`config.mk`:
```
export PLATFORM = sky130hd
export DESIGN_NAME = cic_comp_fir
export DESIGN_NICKNAME = d
export VERILOG_FILES = /design/src/rtl/cic_comp_pkg.sv /design/src/rtl/cic_comp_fir_round_sat.sv /design/src/rtl/cic_comp_fir.sv
export SDC_FILE = /design/constraint.sdc
export NUM_CORES = 1
export LEC_CHECK = 0
export CAP_MARGIN = 20
export CORE_UTILIZATION = 30
export DETAILED_ROUTE_END_ITERATION = 12
export PLACE_DENSITY_LB_ADDON = 0.05
export SLEW_MARGIN = 15
export SYNTH_ARGS = -nofsm -noshare
export SYNTH_HDL_FRONTEND = slang
export SYNTH_SLANG_ARGS = --single-unit
```
`constraint.sdc`:
```
create_clock -name clk -period 1.82 [get_ports clk]
set_clock_uncertainty 0.15 [all_clocks]
set_input_delay 0.546 -clock clk [delete_from_list [all_inputs] [get_ports clk]]
set_output_delay 0.546 -clock clk [all_outputs]
set_load 0.005 [all_outputs]
```
`src/rtl/cic_comp_pkg.sv`:
```
// Shared types and elaboration-time helpers for the CIC compensation FIR.
// The FSM walks IDLE -> MAC -> FLUSH -> OUT once per decimated output.
package cic_comp_pkg;

   typedef enum logic [1:0] {
      IDLE  = 2'd0,
      MAC   = 2'd1,
      FLUSH = 2'd2,
      OUT   = 2'd3
   } state_t;

   function automatic int clog2_l(input int value);
      int r;
      r = 0;
      while ((1 << r) < value) begin
         r = r + 1;
      end
      return r;
   endfunction

   // Wide enough that NUM_TAPS full-scale products can never overflow.
   function automatic int acc_width(input int inp_dw, input int coef_dw, input int num_taps);
      return inp_dw + coef_dw + clog2_l(num_taps);
   endfunction

endpackage

```
`src/rtl/cic_comp_fir_round_sat.sv`:
```
// Round-half-up arithmetic right shift followed by saturation to OUT_DW.
// Purely combinational; the parent registers the result.
module round_sat #(
   parameter int ACC_DW    = 54,
   parameter int OUT_DW    = 32,
   parameter int OUT_SHIFT = 17
) (
   input  logic signed [ACC_DW-1:0] i_acc,
   output logic signed [OUT_DW-1:0] o_res
);

   // One guard bit above the accumulator so adding the rounding term cannot wrap.
   localparam int EW = (ACC_DW + 1 > OUT_DW) ? ACC_DW + 1 : OUT_DW;
   localparam int HS = (OUT_SHIFT > 0) ? OUT_SHIFT - 1 : 0;
   localparam logic signed [EW-1:0] HALF = (OUT_SHIFT > 0) ? (EW'(1) << HS) : '0;
   localparam logic signed [EW-1:0] MAXV = {{(EW-OUT_DW+1){1'b0}}, {(OUT_DW-1){1'b1}}};
   localparam logic signed [EW-1:0] MINV = {{(EW-OUT_DW+1){1'b1}}, {(OUT_DW-1){1'b0}}};

   logic signed [EW-1:0] w_ext;

   function automatic logic signed [EW-1:0] round_shr(input logic signed [EW-1:0] v);
      return (v + HALF) >>> OUT_SHIFT;
   endfunction

   function automatic logic signed [OUT_DW-1:0] saturate(input logic signed [EW-1:0] v);
      if (v > MAXV) begin
         return MAXV[OUT_DW-1:0];
      end else if (v < MINV) begin
         return MINV[OUT_DW-1:0];
      end
      return v[OUT_DW-1:0];
   endfunction

   assign w_ext = {{(EW-ACC_DW){i_acc[ACC_DW-1]}}, i_acc};
   assign o_res = saturate(round_shr(w_ext));

endmodule

```
`src/rtl/cic_comp_fir.sv`:
```
// Decimate-by-2 CIC droop-compensation FIR with one time-multiplexed MAC.
// Taps are read oldest-first so incoming writes only reuse slots already consumed.
module cic_comp_fir
   import cic_comp_pkg::*;
#(
   parameter int                            INP_DW    = 32,
   parameter int                            OUT_DW    = 32,
   parameter int                            COEF_DW   = 18,
   parameter int                            NUM_TAPS  = 16,
   parameter logic [COEF_DW*NUM_TAPS-1:0]   COEFFS    = '0,
   parameter int                            OUT_SHIFT = COEF_DW - 1
) (
   input  logic                     clk,
   input  logic                     reset,
   input  logic signed [INP_DW-1:0] s_axis_in_tdata,
   input  logic                     s_axis_in_tvalid,
   output logic signed [OUT_DW-1:0] m_axis_out_tdata,
   output logic                     m_axis_out_tvalid,
   output logic                     overrun
);

   localparam int DEPTH   = NUM_TAPS + 2;
   localparam int PW      = clog2_l(DEPTH);
   localparam int TW      = clog2_l(NUM_TAPS);
   localparam int PROD_DW = INP_DW + COEF_DW;
   localparam int ACC_DW  = acc_width(INP_DW, COEF_DW, NUM_TAPS);
   localparam logic [PW-1:0] LAST_SLOT = PW'(DEPTH - 1);
   localparam logic [TW-1:0] LAST_TAP  = TW'(NUM_TAPS - 1);

   state_t                     r_state, w_state_nxt;
   logic signed [INP_DW-1:0]   r_buf [DEPTH];
   logic [PW-1:0]              r_wr_ptr, r_rd_ptr;
   logic [TW-1:0]              r_tap;
   logic                       r_phase, r_trig, r_flush, r_overrun, r_tvalid;
   logic signed [OUT_DW-1:0]   r_tdata, w_res;
   logic signed [COEF_DW-1:0]  w_coef [NUM_TAPS];
   logic                       w_trig, w_accept;
   logic                       r_vld_p0, r_first_p0;
   logic signed [PROD_DW-1:0]  r_prod_p0;
   logic signed [ACC_DW-1:0]   r_acc_p1;

   function automatic logic [PW-1:0] ptr_inc(input logic [PW-1:0] p);
      return (p == LAST_SLOT) ? '0 : p + 1'b1;
   endfunction

   // Slot of x[n-(NUM_TAPS-1)]: base - (NUM_TAPS-1) is base + 3 modulo NUM_TAPS+2.
   function automatic logic [PW-1:0] oldest_slot(input logic [PW-1:0] base);
      logic [PW:0] s;
      s = {1'b0, base} + (PW+1)'(3);
      return (s >= (PW+1)'(DEPTH)) ? PW'(s - (PW+1)'(DEPTH)) : s[PW-1:0];
   endfunction

   for (genvar i = 0; i < NUM_TAPS; i++) begin : g_coef
      assign w_coef[i] = COEFFS[COEF_DW*i +: COEF_DW];
   end

   assign w_trig   = s_axis_in_tvalid & ~r_phase;
   assign w_accept = w_trig & ((r_state == IDLE) | (r_state == OUT));

   always_ff @(posedge clk) begin
      if (reset) begin
         for (int i = 0; i < DEPTH; i++) begin
            r_buf[i] <= '0;
         end
         r_wr_ptr <= '0;
         r_phase  <= 1'b0;
      end else if (s_axis_in_tvalid) begin
         r_buf[r_wr_ptr] <= s_axis_in_tdata;
         r_wr_ptr        <= ptr_inc(r_wr_ptr);
         r_phase         <= ~r_phase;
      end
   end

   always_ff @(posedge clk) begin
      if (reset) begin
         r_state <= IDLE;
      end else begin
         r_state <= w_state_nxt;
      end
   end

   always_comb begin
      w_state_nxt = r_state;
      case (r_state)
         IDLE:    if (r_trig) w_state_nxt = MAC;
         MAC:     if (r_tap == '0) w_state_nxt = FLUSH;
         FLUSH:   if (r_flush) w_state_nxt = OUT;
         OUT:     w_state_nxt = IDLE;
         default: w_state_nxt = IDLE;
      endcase
   end

   always_ff @(posedge clk) begin
      if (reset) begin
         r_trig     <= 1'b0;
         r_overrun  <= 1'b0;
         r_rd_ptr   <= '0;
         r_tap      <= '0;
         r_flush    <= 1'b0;
         r_vld_p0   <= 1'b0;
         r_first_p0 <= 1'b0;
         r_tvalid   <= 1'b0;
         r_tdata    <= '0;
      end else begin
         r_trig <= w_accept;
         if (w_trig & ~w_accept) begin
            r_overrun <= 1'b1;
         end
         if (w_accept) begin
            r_rd_ptr <= oldest_slot(r_wr_ptr);
            r_tap    <= LAST_TAP;
         end else if (r_state == MAC) begin
            r_rd_ptr <= ptr_inc(r_rd_ptr);
            r_tap    <= r_tap - 1'b1;
         end
         r_flush    <= (r_state == FLUSH) & ~r_flush;
         r_vld_p0   <= (r_state == MAC);
         r_first_p0 <= (r_state == MAC) & (r_tap == LAST_TAP);
         r_tvalid   <= (r_state == OUT);
         if (r_state == OUT) begin
            r_tdata <= w_res;
         end
      end
   end

   // Stage p0: one product per MAC cycle.
   always_ff @(posedge clk) begin
      r_prod_p0 <= PROD_DW'(r_buf[r_rd_ptr]) * PROD_DW'(w_coef[r_tap]);
   end

   // Stage p1: accumulate; the first tap of a computation restarts the sum.
   always_ff @(posedge clk) begin
      if (r_vld_p0) begin
         r_acc_p1 <= r_first_p0 ? ACC_DW'(r_prod_p0) : r_acc_p1 + ACC_DW'(r_prod_p0);
      end
   end

   round_sat #(
      .ACC_DW   (ACC_DW),
      .OUT_DW   (OUT_DW),
      .OUT_SHIFT(OUT_SHIFT)
   ) u_round_sat (
      .i_acc(r_acc_p1),
      .o_res(w_res)
   );

   assign m_axis_out_tdata  = r_tdata;
   assign m_axis_out_tvalid = r_tvalid;
   assign overrun           = r_overrun;

endmodule

```
==> results of run 1 <==
==> routing by layer <==
metal / vias up / share of wire / track usage
met2: 23 / 0.46 / 0.120
met4: 0 / 0.011 / 0.0541
met1: 204 / 0.47 / 0.101
met5: - / 0 / 0
li1: 220 / - / -
met3: 2 / 0.063 / 0.0263
==> Yosys cell counts <==
master     number
buf_4          32
dfxtp_1        11
ha_1            6
inv_1           6
a21oi_1         4
nor2_1          3
xnor2_1         3
nand2_1         2
nand2b_1        2
a2111oi_0       1
a211oi_1        1
a221o_1         1
a31oi_1         1
and2b_1         1
clkbuf_1        1
conb_1          1
mux2i_1         1
nand3b_1        1
nor2b_1         1
nor3b_1         1
nor4b_1         1
o21ai_0         1
or3b_1          1
xor2_1          1
==> path summary, 6_finish.rpt <==
| path | cells after the start | to |
|---|---|---|
| max | 1 | m_axis_out_tvalid |
| min | 1 | r_flush |
| max reg2reg | 5 | r_state[0] |
| min reg2reg | 1 | r_flush |
==> worst register-to-register path, stage by stage, from the launching register on <==
cell      delay, ns
dfxtp_1        0.33
inv_1          0.06
ha_1           0.15
or3b_1         0.38
a221o_1        0.38
a211oi_1       0.23
==> stage by stage <==
stage                     instances  cell area [sq um]   util  hold slack, ns
after floorplan                 115                862      -           0.248
after global placement          116                708  0.311           0.261
after detailed placement        116                708  0.311           0.267
after CTS                       120                734  0.323           0.279
after global routing            120                738  0.324           0.305
final                           120                738  0.324           0.276
==> cell usage in the layout, fill, tap and decap left out, drive strengths merged, types with 2 or more instances in the layout <==
cell and instances:
xnor2 3, clkdlybuf4s50 3, a21oi 4, clkbuf 4, ha 6, inv 6, dfxtp 11, conb 32
buf 2, nand2 2, nor2 3, nand2b 2
==> power groups by stage <==
stage | registers, mW | logic, mW | clock network (mW)
floorplan | 0.368 | 0.373 | 0
global placement | 0.374 | 0.428 | 0
detailed placement | 0.375 | 0.426 | 0
CTS | 0.370 | 0.429 | 0.182
global route | 0.378 | 0.499 | 0.196
finish | 0.369 | 0.430 | 0.172
==> registers in the layout (all words and copies together) (netlist names) <==
register           flops
overrun                1
r_phase                1
m_axis_out_tvalid      1
r_tap                  4
r_flush                1
r_trig                 1
r_state                2
==> cells by family after synthesis <==
family,Yosys count
other,1
adders and majority gates,6
muxes,1
and+or+nand+nor,13
DFF,11
AOI/OAI and AO/OA,9
xor gates and xnor gates,4
buffers and inverters,39
==> what timing repair did <==
action / 4_1_cts / 5_1_grt
setup endpoints to repair: 0 / 2
gates resized for setup: 0 / 2
endpoints found under the hold margin: 0 / 0
==> layout make-up <==
cell class                      count  area [sq um]
Clock buffer                        4          26.3
Multi-Input combinational cell     65           377
Timing Repair Buffer                6          57.6
Sequential cell                    11           220
Tap cell                           28          35.0
Fill cell                         261          1540
Inverter                            6          22.5
==> impl_metrics.csv, run 1 <==
group,metric,value,unit
status,status,"complete, no violations",
sta,layout_setup_ws,0.0614,ns
pwr,pwr-share-seq,0.380,
setup_path,crit_fanout,1,
routing,drc_errors,0,
clocking,cts_hold_buffers,0,
sta,min_period_over_period,0.966,
sta,fin_setup_tns,0,ns
logic_synthesis,yosysWarnings,0,
routing,via_per_inst,3.74,
pwr,internal_power,613,uW
setup_path,crit_family,"buffers and inverters",
placement,dp_hpwl,750,microns
sta,rsz0062_at_grt,"no",
clocking,cts.sinks,11,
logic_synthesis,synth_compound_area_frac,0.0772,
clocking,cts_tree,"yes",
clocking,postCtsSetupBuffers,0,
die,die_x,51.9,microns
logic_synthesis,synth_xor_xnor_area_share,0.0470,
setup_path,cp.arrival,1.06,ns
die,rows,17,
sta,max_freq,569,MHz
clocking,cts_made_buffers,3,
pwr,pwr-share-clk,0.177,
cells_and_area,num_antenna_cells,0,
routing,drt_wl_total,944,microns
pwr,pwr_density_cell,1310,nW/um^2
sta,period_minus_slack,1.76,ns
sta,setup_viol,0,
sta,finalMaxSlewViolations,0,
setup_path,cp.required,1.12,ns
logic_synthesis,synthMuxAreaShare,0.0134,
min_path,min_from,"r_flush",
setup_path,endpoint_kind,"output port",
min_path,holdCritPathClass,"flop to flop",
grt,grt_pass1_wl,1570,microns
setup_path,critPathMaxStageDelay,0.49,ns
die,initial_core_util,0.328,
placement,dp_worst_setup_slack,0.0577,ns
logic_synthesis,ys_top_cells_by_area,"buf_4 (32%), dfxtp_1 (30%), ha_1 (10%), xnor2_1 (3.5%), inv_1 (3.0%)",
clocking,clockBufferDepth,2,
routing,drt-pass1-iter-count,2,
routing,avgRoutedWirePerCell,7.87,microns
run,cap_violations,0,
logic_synthesis,ys_ff_latch,11,
pwr,peakVddDrop,0.493,mV
logic_synthesis,synthAdderAreaFrac,0.101,
pwr,combPwrFrac,0.443,
die,pin_count,69,
routing,vias,449,
grt,grt_max_degree,8,
die,fp.coreArea,2280,sq um
placement,io_buffers,4,
placement,gp_routability_congestion,0.632,
grt,gr-total-overflow,0,
setup_path,worst-path-buf-inv,1,
logic_synthesis,yosys.area.top_type_share,0.322,
setup_path,cp-start-kind,"flop",
grt,first_global_vias,371,
pwr,switching_power,357,uW
logic_synthesis,synth-simple-area-share,0.104,
pwr,power.leakage,0.361,nW
die,dieArea,2690,sq um
pwr,switching_share,0.368,
cells_and_area,area_growth,-1.01,%
grt,antenna_found_initial,0,
logic_synthesis,synth_seq_area_share,0.295,
routing,ant_nets,0,
setup_path,reg2reg_slack,0.08,ns
setup_path,crit_chain,"clkdlybuf4s50_1",
routing,drt-initial-drc-count,5,
clocking,cts-root-buf,"clkbuf_4",
logic_synthesis,syn_area,746,sq um
logic_synthesis,synth_top_family_by_area,"buffers and inverters",
grt,grt_usage,0.0818,
die,die_h,51.9,microns
cells_and_area,drive_gt1_frac,0.0543,
clocking,clk_latency,0.27,ns
clocking,path_clk_slew,0.08,ns
logic_synthesis,synth_largest_area_cell,"buf_4",
sta,finalHoldViolations,0,
logic_synthesis,synth_cell_types,24,
setup_path,cp_slowest_cell,"clkdlybuf4s50_1",
setup_path,worstSetupPathType,"flop to output port",
logic_synthesis,syn_avg_cell_area,8.88,sq um
clocking,cts_max_level,1,
setup_path,reg2reg_from,"r_tap[1]",
cells_and_area,final_nets,134,
pwr,total_power,970,uW
logic_synthesis,postSynthCellCount,84,
setup_path,crit_path_start,"m_axis_out_tvalid",
Power figures use the tool's default switching activity.
==> run 2, diff against run 1 <==
GPL_TIMING_DRIVEN = 0   (was not set)
==> run 2 against run 1 <==
  * Die area is the same
  * Core utilization is 10 points higher
  * Critical path type is now flop to flop
  * Largest cell class unchanged
  * Sequential share of layout area decreased by 7.1 points
  * Critical endpoint is now r_state[0]
==> impl_metrics.csv, run 2 (same netlist as run 1, synthesis figures left out) <==
group,metric,value,unit
setup_path,cp.required,1.86,ns
die,rows,17,
routing,drt_wl_total,1040,microns
placement,gp_routability_congestion,0.654,
cells_and_area,multi_input_area,377,sq um
die,dieArea,2690,sq um
clocking,cts-root-buf,"clkbuf_4",
setup_path,worst_r2r_endpoint,"r_state[0]",
die,initial_core_util,0.328,
cells_and_area,fin_area,970,sq um
die,pin_count,69,
routing,avgRoutedWirePerCell,6.91,microns
run,cap_violations,0,
pwr,pwr-share-seq,0.374,
placement,dp_hpwl,824,microns
cells_and_area,num_antenna_cells,0,
cells_and_area,drive_gt1_frac,0.285,
placement,io_buffers,4,
pwr,power.leakage,0.546,nW
setup_path,crit_fanout,3,
routing,drt-pass1-iter-count,4,
routing,drc_errors,0,
sta,setup_viol,0,
cells_and_area,seq_area,220,sq um
sta,period_minus_slack,1.73,ns
clocking,postCtsSetupBuffers,0,
clocking,path_clk_slew,0.07,ns
die,die_h,51.9,microns
cells_and_area,largestRegisters,"r_tap x4, r_state x2",
grt,grt_max_degree,11,
setup_path,cp-start-kind,"flop",
setup_path,endpoint,"r_state[0]",
grt,first_global_vias,407,
setup_path,reg2reg_from,"r_tap[0]",
pwr,switching_power,359,uW
grt,grt_usage,0.0885,
pwr,total_power,1.00,mW
pwr,switching_share,0.359,
clocking,cts_tree,"yes",
sta,whs,0.281,ns
setup_path,endpoint_kind,"flop",
setup_path,reg2reg_slack,0.09,ns
pwr,combPwrFrac,0.456,
grt,gr-total-overflow,0,
sta,finalHoldViolations,0,
status,status,"complete, no violations",
pwr,internal_power,642,uW
setup_path,crit_path_start,"r_tap[0]",
placement,placed_cell_area,937,sq um
pwr,peakVddDrop,0.407,mV
cells_and_area,mostFrequentLayoutCells,"buf_4 (32), conb_1 (32), dfxtp_1 (11), inv_1 (6), ha_1 (6)",
sta,fin_setup_tns,0,ns
pwr,pwr_density_cell,1030,nW/um^2
routing,vias,517,
clocking,clk_latency,0.27,ns
sta,min_period_over_period,0.950,
cells_and_area,top_register,"r_tap",
sta,max_freq,578,MHz
clocking,clockBufferDepth,2,
die,fp.coreArea,2280,sq um
sta,rsz0062_at_grt,"no",
grt,antenna_found_initial,0,
routing,drt-initial-drc-count,3,
cells_and_area,largest_reg_flops,4,
setup_path,worstSetupPathType,"flop to flop",
clocking,cts_max_level,1,
setup_path,r2r_cells,5,
pwr,pwr-share-clk,0.169,
grt,grt_pass1_wl,1650,microns
clocking,cts_made_buffers,3,
min_path,holdCritPathClass,"flop to flop",
clocking,cts.sinks,11,
cells_and_area,area_growth,30.0,%
routing,ant_nets,0,
routing,via_per_inst,3.42,
sta,finalMaxSlewViolations,0,
die,die_x,51.9,microns
cells_and_area,fillers,248,
cells_and_area,final_nets,165,
setup_path,cp.arrival,1.77,ns
## run 2: cell types whose count changed in the layout (fill, tap and decap cells not counted)
cell             change
buf_4               +30
clkdlybuf4s50_1      -1
dlymetal6s2s_1       +1
clkbuf_1             +1
## run 2: worst min-delay path by stage
stage,startpoint,to,slack [ns],depth (start not counted)
2_1_floorplan,r_flush,r_flush,0.25,1
3_3_place_gp,r_flush,r_flush,0.26,1
3_5_place_dp,r_flush,r_flush,0.27,1
4_1_cts,r_flush,r_flush,0.28,1
5_1_grt,r_flush,r_flush,0.30,1
6_report,r_flush,r_flush,0.28,1
## run 2: cell type report
class                           count  share of cell area
Inverter                            6              0.0232
Tap cell                           28              0.0361
Clock buffer                        4              0.0271
Timing Repair Buffer                4              0.0465
Multi-Input combinational cell     65               0.388
Sequential cell                    11               0.227
Buffer                             33               0.252
## run 2: power by group through the flow
| stage | clock network, mW | registers [mW] | logic, mW |
|---|---|---|---|
| 3_5_place_dp | 0 | 0.380 | 0.452 |
| 4_1_cts | 0.178 | 0.375 | 0.457 |
| 5_1_grt | 0.192 | 0.384 | 0.521 |
| 2_1_floorplan | 0 | 0.368 | 0.373 |
| 3_3_place_gp | 0 | 0.377 | 0.447 |
| 6_report | 0.169 | 0.374 | 0.457 |
## run 2: critical path: stages, from the launching register on
cell and delay, ns:
dfxtp_1 0.33, inv_1 0.06, ha_1 0.15, or3b_1 0.37, a221o_1 0.35, a211oi_1 0.24
## run 2: what timing repair did
item	CTS	global route
resized for setup	0	3
setup endpoints to repair	0	3
endpoints found under the hold margin	0	0
hold buffers	0	0
## run 2: through the flow
stage | util | instances | setup slack [ns]
after floorplan | - | 115 | 0.182
after global placement | 0.412 | 147 | 0.0339
after detailed placement | 0.412 | 147 | 0.0434
after CTS | 0.423 | 151 | 0.00510
after global routing | 0.426 | 151 | 0.00488
final | 0.426 | 151 | 0.0904
## run 2: metal layers
metal  part of all wire  routed length, microns  track usage  vias to the layer above
met1               0.41                     429       0.0920                      206
met2               0.49                     513        0.141                       27
met5                  0                       0            0                        -
li1                   -                       -            -                      282
met3              0.078                      81       0.0263                        2
met4              0.019                      20       0.0811                        0
==> patch: new RTL, config.mk and constraints of run 2 <==
Register the output `m_axis_out_tdata` once more; this adds one clock of latency there. The other outputs are not delayed to match.
--- a/src/rtl/cic_comp_fir.sv
+++ b/src/rtl/cic_comp_fir.sv
@@ -144,7 +144,9 @@
       .o_res(w_res)
    );
 
-   assign m_axis_out_tdata  = r_tdata;
+   always_ff @(posedge clk) begin
+      m_axis_out_tdata <= r_tdata;
+   end
    assign m_axis_out_tvalid = r_tvalid;
    assign overrun           = r_overrun;
 
Function: same outputs for any inputs over 4 cycles, from zero or initial values and one cycle with reset high; that may be too few to reach the edited logic, so the function may still have changed.
==> patch against run 2 <==
Setup slack got worse by 15 ps; final area is 0.26% higher; total power down 10%; die area shrank 0.64%; count of clock-buffer cells in the layout unchanged; via count decreased by 2.5%; sequential cell count unchanged; synthesized area fell by 0.67%; routed wire length down 11%; critical path depth down 4; maximum frequency down 0.87%.
==> patch: results (changes against run 2) <==
status: complete, no violations
clk_lat worst skew: 260 ps
CP max FO: 1 (-2)
layout cells sized above 1: 31.2% (+2.7 points)
synthesized area per cell: 8.71 um2 (-1.8%)
hold path startpoint: r_flush
peak supply drop: 0.649 mV (+60%)
WP buf/inv: 1 (unchanged)
CTS clock-pin slew for the worst setup and hold paths: 60 ps
worst hold-check path type: flip-flop to flip-flop
DP Wirelength: 801 um (-2.8%)
DRT iter0 DRCs: 12 (+9)
FF-to-FF path depth: 6 (+1)
sequential area share after synthesis: 29.7% (+0.20 points)
final instance count without filler cells: 153 (+1.3%)
first-pass GRT wire length: 1.35 mm (-18%)
top post-synthesis cells by count: buf_4, dfxtp_1, inv_1, ha_1, o21ai_0
top_reg_cell synth: dfxtp_1
Post-Route WL: 933 um (-11%)
pin count of the biggest net entering global routing: 11 (unchanged)
clock buffer depth: 2 (unchanged)
routability cong.: 0.625 (-4.5%)
Num CTS Buffers: 3 (unchanged)
arrival time worst endpoint: 1050 ps (-720 ps)
Final Slew Violations: 0 (unchanged)
Leakage: 0.549 nW (+0.56%)
Yosys cell types: 23 (-4.2%)
cell family with most CP delay: buffers and inverters
switching part of the total: 31.3% (-4.6 points)
Largest regs: r_tap: 4 flops, r_state: 2 flops
Hold Crit Depth: 1 (unchanged)
slowest CP cell: clkdlybuf4s50_1
antenna violations before repair: 0 (unchanged)
First-pass DRT Iterations: 4 (unchanged)
port buffer count: 4 (unchanged)
number of global-route vias before repair: 334 (-18%)
Yosys warnings: 0 (unchanged)
Placed Area: 932 um2 (-0.53%)
GRT Total Usage: 7.29% (-1.6 points)
setup TNS: 0 ps (unchanged)
fillcell total: 254 (+2.4%)
diode count: 0 (unchanged)
Critical Path Start: m_axis_out_tvalid
Nets: 166 (+0.61%)
ys async rst share: 0% (unchanged)
RR Startpoint: r_tap[0]
H-tree Lvls: 1 (unchanged)
Area contributors post-synth: buf_4, dfxtp_1, ha_1
Post-Place Worst Slack: -65.2 ps (-109 ps)
Root Buffer: clkbuf_4
via count: 504 (-2.5%)
worst stage delay on the critical path: 480 ps (+110 ps)
-- patch: cell types whose count changed in the layout (fill, tap and decap cells not counted), sizes merged, moves of 2 or more --
cell,delta
o21ai,+4
a21oi,-3
inv,+3
nand2b,+2
nor2,-2
-- patch: kinds of logic after synthesis --
group | Yosys count | synth area share [%]
buf+inv | 42 | 37.5
simple gates | 12 | 9.97
flops | 11 | 29.7
compound gates | 10 | 8.95
fa+ha+maj | 5 | 8.45
xor+xnor | 3 | 3.55
other cells | 1 | 0.506
mux | 1 | 1.35
-- patch: repair_timing --
action                                  4_1_cts  5_1_grt
gates resized for setup                       0        3
setup buffers                                 0        1
endpoints found under the setup margin        0        2
-- patch: per-layer routing --
layer	global-route usage, %	vias up	part of all wire, %
met2	12.1	21	49
met3	4.39	0	9.8
met1	7.43	198	41
met5	0	-	0
li1	-	285	-
met4	2.70	0	0
-- patch: power groups by stage --
stage	Sequential (mW)	Combinational, mW	Clock (mW)
after detailed placement	0.373	0.336	0
after global placement	0.370	0.331	0
after floorplan	0.360	0.282	0
after CTS	0.367	0.338	0.167
after global routing	0.381	0.414	0.179
final	0.371	0.367	0.158
-- patch: path summary, 6_finish.rpt --
kind | slack [ps] | endpoint
setup / recovery | 80 | m_axis_out_tvalid
hold reg to reg | 280 | r_flush
setup reg to reg | 80 | r_state[1]
hold / removal | 280 | r_flush
-- patch: layout make-up --
class | instances | area (um2) | share of cell area, %
repair buffers | 5 | 50.0 | 5.15
inverters | 9 | 33.8 | 3.47
flip-flops and latches | 11 | 221 | 22.8
plain buffers | 33 | 244 | 25.1
clock buffers | 4 | 26.3 | 2.70
multi-input cells | 63 | 362 | 37.2
well taps | 28 | 35.0 | 3.60
